<file path="src/rtl/lc3_mem_arbiter_pkg.sv">
// lc3_mem_pkg: shared types and constants for the LC3 memory arbiter.
// States, requester ids, bus direction codes and default latency.
package lc3_mem_pkg;

    typedef enum logic [1:0] {
        IDLE,
        ACCESS,
        RESP
    } state_t;

    typedef enum logic {
        PORT_F,
        PORT_D
    } port_id_t;

    localparam logic MEM_RD = 1'b0;
    localparam logic MEM_WR = 1'b1;

    localparam int LC3_MEM_LAT = 2;

endpackage

</file>
<file path="src/rtl/lc3_mem_arbiter_if.sv">
// lc3_mem_arbiter_if: single-port LC3 memory bus.
// master = arbiter side, slave = memory model side.
interface lc3_mem_arbiter_if #(
    parameter int AW = 16,
    parameter int DW = 16
);
    logic          mem_en;
    logic          mem_rw;
    logic [AW-1:0] mem_addr;
    logic [DW-1:0] mem_din;
    logic [DW-1:0] mem_dout;

    modport master (
        output mem_en, mem_rw, mem_addr, mem_din,
        input  mem_dout
    );

    modport slave (
        input  mem_en, mem_rw, mem_addr, mem_din,
        output mem_dout
    );
endinterface

</file>
<file path="src/rtl/lc3_arb_pick.sv">
// lc3_arb_pick: combinational grant decision for the F and D requesters.
// LC3_ARB_RR_EN selects round-robin on contention; default is D over F.
module lc3_arb_pick
    import lc3_mem_pkg::*;
(
    input  logic     f_req,
    input  logic     d_req,
    input  port_id_t last_grant,
    output logic     grant_valid,
    output port_id_t grant_id
);

    port_id_t both_pick;

`ifdef LC3_ARB_RR_EN
    assign both_pick = (last_grant == PORT_D) ? PORT_F : PORT_D;
`else
    logic unused_last_grant;
    assign unused_last_grant = last_grant;
    assign both_pick = PORT_D;
`endif

    // Pick the winner among the pending requesters.
    always_comb begin
        grant_valid = f_req | d_req;
        grant_id    = PORT_F;
        unique case (1'b1)
            (d_req & ~f_req): grant_id = PORT_D;
            (f_req & ~d_req): grant_id = PORT_F;
            (f_req &  d_req): grant_id = both_pick;
            default:          grant_id = PORT_F;
        endcase
    end

endmodule

</file>
<file path="src/rtl/lc3_mem_arbiter.sv">
// lc3_mem_arbiter: shares the LC3 memory bus between fetch (F) and data (D).
// Optional macro LC3_ARB_RR_EN enables round-robin arbitration in lc3_arb_pick.
module lc3_mem_arbiter
    import lc3_mem_pkg::*;
#(
    parameter int MEM_LAT = LC3_MEM_LAT,
    parameter int AW      = 16,
    parameter int DW      = 16
) (
    input  logic          clk,
    input  logic          rst,
    input  logic          f_req,
    input  logic [AW-1:0] f_addr,
    output logic          f_ack,
    output logic [DW-1:0] f_rdata,
    input  logic          d_req,
    input  logic          d_rw,
    input  logic [AW-1:0] d_addr,
    input  logic [DW-1:0] d_wdata,
    output logic          d_ack,
    output logic [DW-1:0] d_rdata,
    lc3_mem_arbiter_if.master mem,
    output logic          busy
);

    localparam logic [3:0] CNT_INIT = 4'(MEM_LAT - 1);

    state_t     state;
    port_id_t   win;
    port_id_t   last_grant;
    logic [3:0] cnt;
    logic       grant_valid;
    port_id_t   grant_id;

    lc3_arb_pick u_pick (
        .f_req       (f_req),
        .d_req       (d_req),
        .last_grant  (last_grant),
        .grant_valid (grant_valid),
        .grant_id    (grant_id)
    );

    // Arbitration FSM with registered bus, ack and read-data outputs.
    always_ff @(posedge clk) begin
        if (rst) begin
            state        <= IDLE;
            win          <= PORT_F;
            last_grant   <= PORT_F;
            cnt          <= '0;
            mem.mem_en   <= 1'b0;
            mem.mem_rw   <= MEM_RD;
            mem.mem_addr <= '0;
            mem.mem_din  <= '0;
            f_ack        <= 1'b0;
            d_ack        <= 1'b0;
            f_rdata      <= '0;
            d_rdata      <= '0;
            busy         <= 1'b0;
        end else begin
            f_ack <= 1'b0;
            d_ack <= 1'b0;
            unique case (state)
                IDLE: begin
                    if (grant_valid) begin
                        win        <= grant_id;
                        last_grant <= grant_id;
                        if (grant_id == PORT_D) begin
                            mem.mem_addr <= d_addr;
                            mem.mem_rw   <= d_rw;
                            mem.mem_din  <= d_wdata;
                        end else begin
                            mem.mem_addr <= f_addr;
                            mem.mem_rw   <= MEM_RD;
                            mem.mem_din  <= '0;
                        end
                        mem.mem_en <= 1'b1;
                        busy       <= 1'b1;
                        cnt        <= CNT_INIT;
                        state      <= ACCESS;
                    end
                end
                ACCESS: begin
                    if (cnt == '0) begin
                        mem.mem_en <= 1'b0;
                        state      <= RESP;
                        if (win == PORT_D) begin
                            d_ack <= 1'b1;
                            if (mem.mem_rw == MEM_RD) begin
                                d_rdata <= mem.mem_dout;
                            end
                        end else begin
                            f_ack   <= 1'b1;
                            f_rdata <= mem.mem_dout;
                        end
                    end else begin
                        cnt <= cnt - 4'd1;
                    end
                end
                RESP: begin
                    busy  <= 1'b0;
                    state <= IDLE;
                end
                default: begin
                    busy  <= 1'b0;
                    state <= IDLE;
                end
            endcase
        end
    end

endmodule

</file>
<file path="src/flat_wrapper.sv">
// flat-port wrapper written by rule: the top's interface ports become plain ports
module lc3_mem_arbiter_flat import lc3_mem_pkg::*;
#(
    parameter int MEM_LAT = LC3_MEM_LAT,
    parameter int AW      = 16,
    parameter int DW      = 16
)
  (clk, rst, f_req, f_addr, f_ack, f_rdata, d_req, d_rw, d_addr, d_wdata, d_ack, d_rdata, busy, mem_mem_en, mem_mem_rw, mem_mem_addr, mem_mem_din, mem_mem_dout);
  lc3_mem_arbiter_if #(.AW(AW), .DW(DW)) mem_i ();
  input  logic clk;
  input  logic rst;
  input  logic f_req;
  input  logic [AW-1:0] f_addr;
  output logic f_ack;
  output logic [DW-1:0] f_rdata;
  input  logic d_req;
  input  logic d_rw;
  input  logic [AW-1:0] d_addr;
  input  logic [DW-1:0] d_wdata;
  output logic d_ack;
  output logic [DW-1:0] d_rdata;
  output logic busy;
  output wire logic [$bits(mem_i.mem_en)-1:0] mem_mem_en;
  output wire logic [$bits(mem_i.mem_rw)-1:0] mem_mem_rw;
  output wire logic [$bits(mem_i.mem_addr)-1:0] mem_mem_addr;
  output wire logic [$bits(mem_i.mem_din)-1:0] mem_mem_din;
  input wire logic [$bits(mem_i.mem_dout)-1:0] mem_mem_dout;
  assign mem_mem_en = mem_i.mem_en;
  assign mem_mem_rw = mem_i.mem_rw;
  assign mem_mem_addr = mem_i.mem_addr;
  assign mem_mem_din = mem_i.mem_din;
  assign mem_i.mem_dout = mem_mem_dout;
  lc3_mem_arbiter #(.MEM_LAT(MEM_LAT), .AW(AW), .DW(DW)) u_core (.clk(clk), .rst(rst), .f_req(f_req), .f_addr(f_addr), .f_ack(f_ack), .f_rdata(f_rdata), .d_req(d_req), .d_rw(d_rw), .d_addr(d_addr), .d_wdata(d_wdata), .d_ack(d_ack), .d_rdata(d_rdata), .mem(mem_i), .busy(busy));
endmodule
</file>
<file path="config.mk">
export PLATFORM = sky130hd
export DESIGN_NAME = lc3_mem_arbiter_flat
export DESIGN_NICKNAME = d
export VERILOG_FILES = /design/src/rtl/lc3_mem_arbiter_pkg.sv /design/src/rtl/lc3_mem_arbiter_if.sv /design/src/rtl/lc3_arb_pick.sv /design/src/rtl/lc3_mem_arbiter.sv /design/src/flat_wrapper.sv
export SDC_FILE = /design/constraint.sdc
export NUM_CORES = 1
export LEC_CHECK = 0
export ABC_AREA = 1
export CAP_MARGIN = 10
export CORE_MARGIN = 2
export CORE_UTILIZATION = 45
export DETAILED_ROUTE_END_ITERATION = 7
export GPL_TIMING_DRIVEN = 0
export PLACE_DENSITY = 0.9
export SLEW_MARGIN = 20
export SYNTH_ARGS = -nofsm -noshare
export SYNTH_HDL_FRONTEND = slang
export SYNTH_SLANG_ARGS = --single-unit
</file>
<file path="constraint.sdc">
create_clock -name clk -period 2.7 [get_ports clk]
set_input_delay 0.54 -clock clk [delete_from_list [all_inputs] [get_ports clk]]
set_output_delay 0.54 -clock clk [all_outputs]
set_load 0.02 [all_outputs]
</file>
==> flow_summary.json <==
{
  "status": "finished clean",
  "antenna_found_initial": 0,
  "cp_data_required_time_ns": 2.16,
  "fin_crit_sh_pct": 74.8,
  "crit_arrival_ns": 1.48,
  "synth_fp_nets": 524,
  "min_to": "u_core.mem.mem_rw$_SDFFE_PP0P_",
  "root_buffer": "clkbuf_8",
  "synthToLayoutAreaGrowth_pct": 51.0,
  "dr.pass1.iters": 4,
  "detail_route.vias_per_cell": 4.76,
  "ant_nets": 0,
  "drv_slew": 0,
  "worstMarginPinSlew_ns": 0.470,
  "clock_latency_ns": 0.34,
  "grt_overflow": 0,
  "rr_endpoint": "u_core.d_rdata[11]$_SDFFE_PP0P_",
  "synthCells": 453,
  "r2r-start": "u_core.cnt[0]$_SDFFE_PP0P_",
  "cts_made_buffers": 9,
  "grt_max_degree": 12,
  "drt_iter0_markers": 127,
  "ir_drop_mv": 0.387,
  "postCtsSetupBuffers": 0,
  "critPathLaunchType": "flop",
  "cts_tree": "yes",
  "setup_viol": 0,
  "post_drt_wl_per_cell_um": 12.1,
  "via_count": 3331,
  "path_max_fanout": 3,
  "ios": 138,
  "path_clk_slew_ns": 0.07,
  "finalSetupTns_ns": 0,
  "fp.dieH_um": 88.4,
  "placementRows": 30,
  "cts_resized": 0,
  "fmax_ghz": 0.495,
  "fin_worst_skew_ns": 0.00444,
  "hold_path_class": "input port to flop",
  "h-tree-depth": 3,
  "grt_use_total_pct": 22.5,
  "ys_seq_elements": 76,
  "clockBufferDepth": 2,
  "core-area_um2": 6830,
  "max_stage_delay_ns": 0.68,
  "grt_pass1_wl_um": 13800,
  "path_delay_family": "buffers and inverters",
  "synth.avg_cell_area_um2": 7.08,
  "synth_area_um2": 3210,
  "start_util_pct": 46.9,
  "antenna_cells": 0,
  "finalHoldViolations": 0,
  "p_per_area_nw_per_um2": 675,
  "yosysSeqAreaShare_pct": 47.4,
  "ys_warn_count": 0,
  "fill_cells": 581,
  "nNetsFinal": 670,
  "relSlewSlack_pct": 68.6,
  "rrSetupSlack_ns": 1.16,
  "rsz0062_at_grt": "false",
  "utilization_pct": 70.9,
  "crit_slowest_cell": "clkdlybuf4s50_1",
  "port_buffers": 135,
  "drcViolationCount": 0,
  "cp_cell_sequence": "clkdlybuf4s50_1",
  "die_w_um": 88.4,
  "finalCriticalPeriod_ns": 2.02,
  "maxCapViolCount": 0,
  "critPathBufInv": 1,
  "hold_path_startpoint": "rst",
  "grt_pass1_vias": 3251,
  "clock_sinks": 76,
  "gp_congestion": 0.856,
  "synth_cell_type_count": 23,
  "layout-drive-gt1-share_pct": 8.11,
  "worstSetupPathType": "flop to output port",
  "wl_um": 8450,
  "r2r.worst_path.cells": 8,
  "postCtsHoldBufs": 0,
  "dieArea_um2": 7820,
  "min_path_cells": 2,
  "critPathCaptureType": "output port",
  "dpl.hpwl_um": 6620,
  "p_leak_uw": 0.00207
}
-- metrics by stage --
stage	hold WS (ns)	instance area, um2	setup slack [ns]	power, uW	cells
floorplan	0.444	3210	1.25	2060	453
global placement	0.449	4680	0.787	2510	684
detailed placement	0.457	4680	0.726	2560	684
CTS	0.444	4840	0.654	3290	700
global route	0.455	4840	0.607	3470	700
finish	0.447	4840	0.679	3270	700
-- state kept, by name, summed over array words and instances (netlist names) --
register and count:
u_core.d_rdata 16, u_core.f_rdata 16, u_core.mem.mem_addr 16, u_core.mem.mem_din 16, u_core.cnt 4, u_core.state 2, u_core.busy 1, u_core.d_ack 1
u_core.f_ack 1, u_core.mem.mem_en 1, u_core.mem.mem_rw 1, u_core.win 1
-- logic make-up after synthesis --
kind of cell | synth area share, %
flops | 47.4
compound gates | 6.59
buf+inv | 8.04
fa+ha+maj | 0.780
simple gates | 37.1
-- worst max-delay path by stage --
stage	from	to	slack, ns	cells after the start
after detailed placement	f_req	u_core.mem.mem_addr[12]$_SDFFE_PP0P_	0.73	6
after CTS	u_core.mem.mem_rw$_SDFFE_PP0P_	mem_mem_rw	0.65	1
final	u_core.mem.mem_rw$_SDFFE_PP0P_	mem_mem_rw	0.68	1
after global routing	u_core.mem.mem_rw$_SDFFE_PP0P_	mem_mem_rw	0.61	1
after global placement	f_req	u_core.mem.mem_addr[9]$_SDFFE_PP0P_	0.79	6
after floorplan	d_req	u_core.mem.mem_addr[10]$_SDFFE_PP0P_	1.25	6
-- cell usage after synthesis --
master	number	area, um2
dfxtp_1	76	1520
o21ai_4	1	16.3
inv_4	1	6.26
nor2_8	2	40.0
inv_2	2	7.51
nor2_2	13	81.3
buf_6	3	33.8
nand2_1	131	492
buf_4	6	45.0
nand3_1	36	180
clkbuf_1	6	22.5
buf_2	6	30.0
nand3_4	1	17.5
nand2_2	1	6.26
nor2_4	1	11.3
a21oi_1	22	110
inv_1	25	93.8
buf_1	3	11.3
clkinv_1	2	7.51
ha_1	2	25.0
nor2_1	94	353
o21ai_0	17	85.1
nor3_1	2	10.0
-- cells in the final DEF, fill, tap and decap left out, drive strengths merged, types with 4 or more instances in the layout --
| cell | Yosys | layout |
|---|---|---|
| clkbuf | 6 | 20 |
| nor2 | 110 | 110 |
| nand2 | 132 | 132 |
| o21ai | 18 | 18 |
| clkinv | 2 | 4 |
| buf | 18 | 18 |
| nand3 | 37 | 37 |
| inv | 28 | 28 |
| a21oi | 22 | 22 |
| dfxtp | 76 | 76 |
| clkdlybuf4s50 | 0 | 135 |
-- report_power, final --
part / switching [uW] / leakage (uW) / total (uW) / internal [uW]
registers: 88.2 / 0.000622 / 1360 / 1280
logic: 651 / 0.00137 / 1160 / 511
clock network: 385 / 0.0000844 / 743 / 358
total: 1120 / 0.00207 / 3270 / 2150
-- area by class of cell --
class                      instances  area (um2)  share of cell area (%)
tap                               96         120                    2.48
clock buffer                      14         153                    3.15
timing repair buffer             135        1350                    27.9
sequential                        76        1520                    31.4
buffer                            24         143                    2.95
inverter                          30         115                    2.38
clock inverter                     2        10.0                   0.207
multi-input combinational        323        1430                    29.5
-- metal layers --
layer	routed length [um]	part of all wire (%)	global-route usage, %
met1	3460	41	24.7
met2	4220	50	40.4
met3	683	8.1	8.49
met4	94	1.1	6.61
met5	0	0	0
Power figures use the tool's default switching activity.
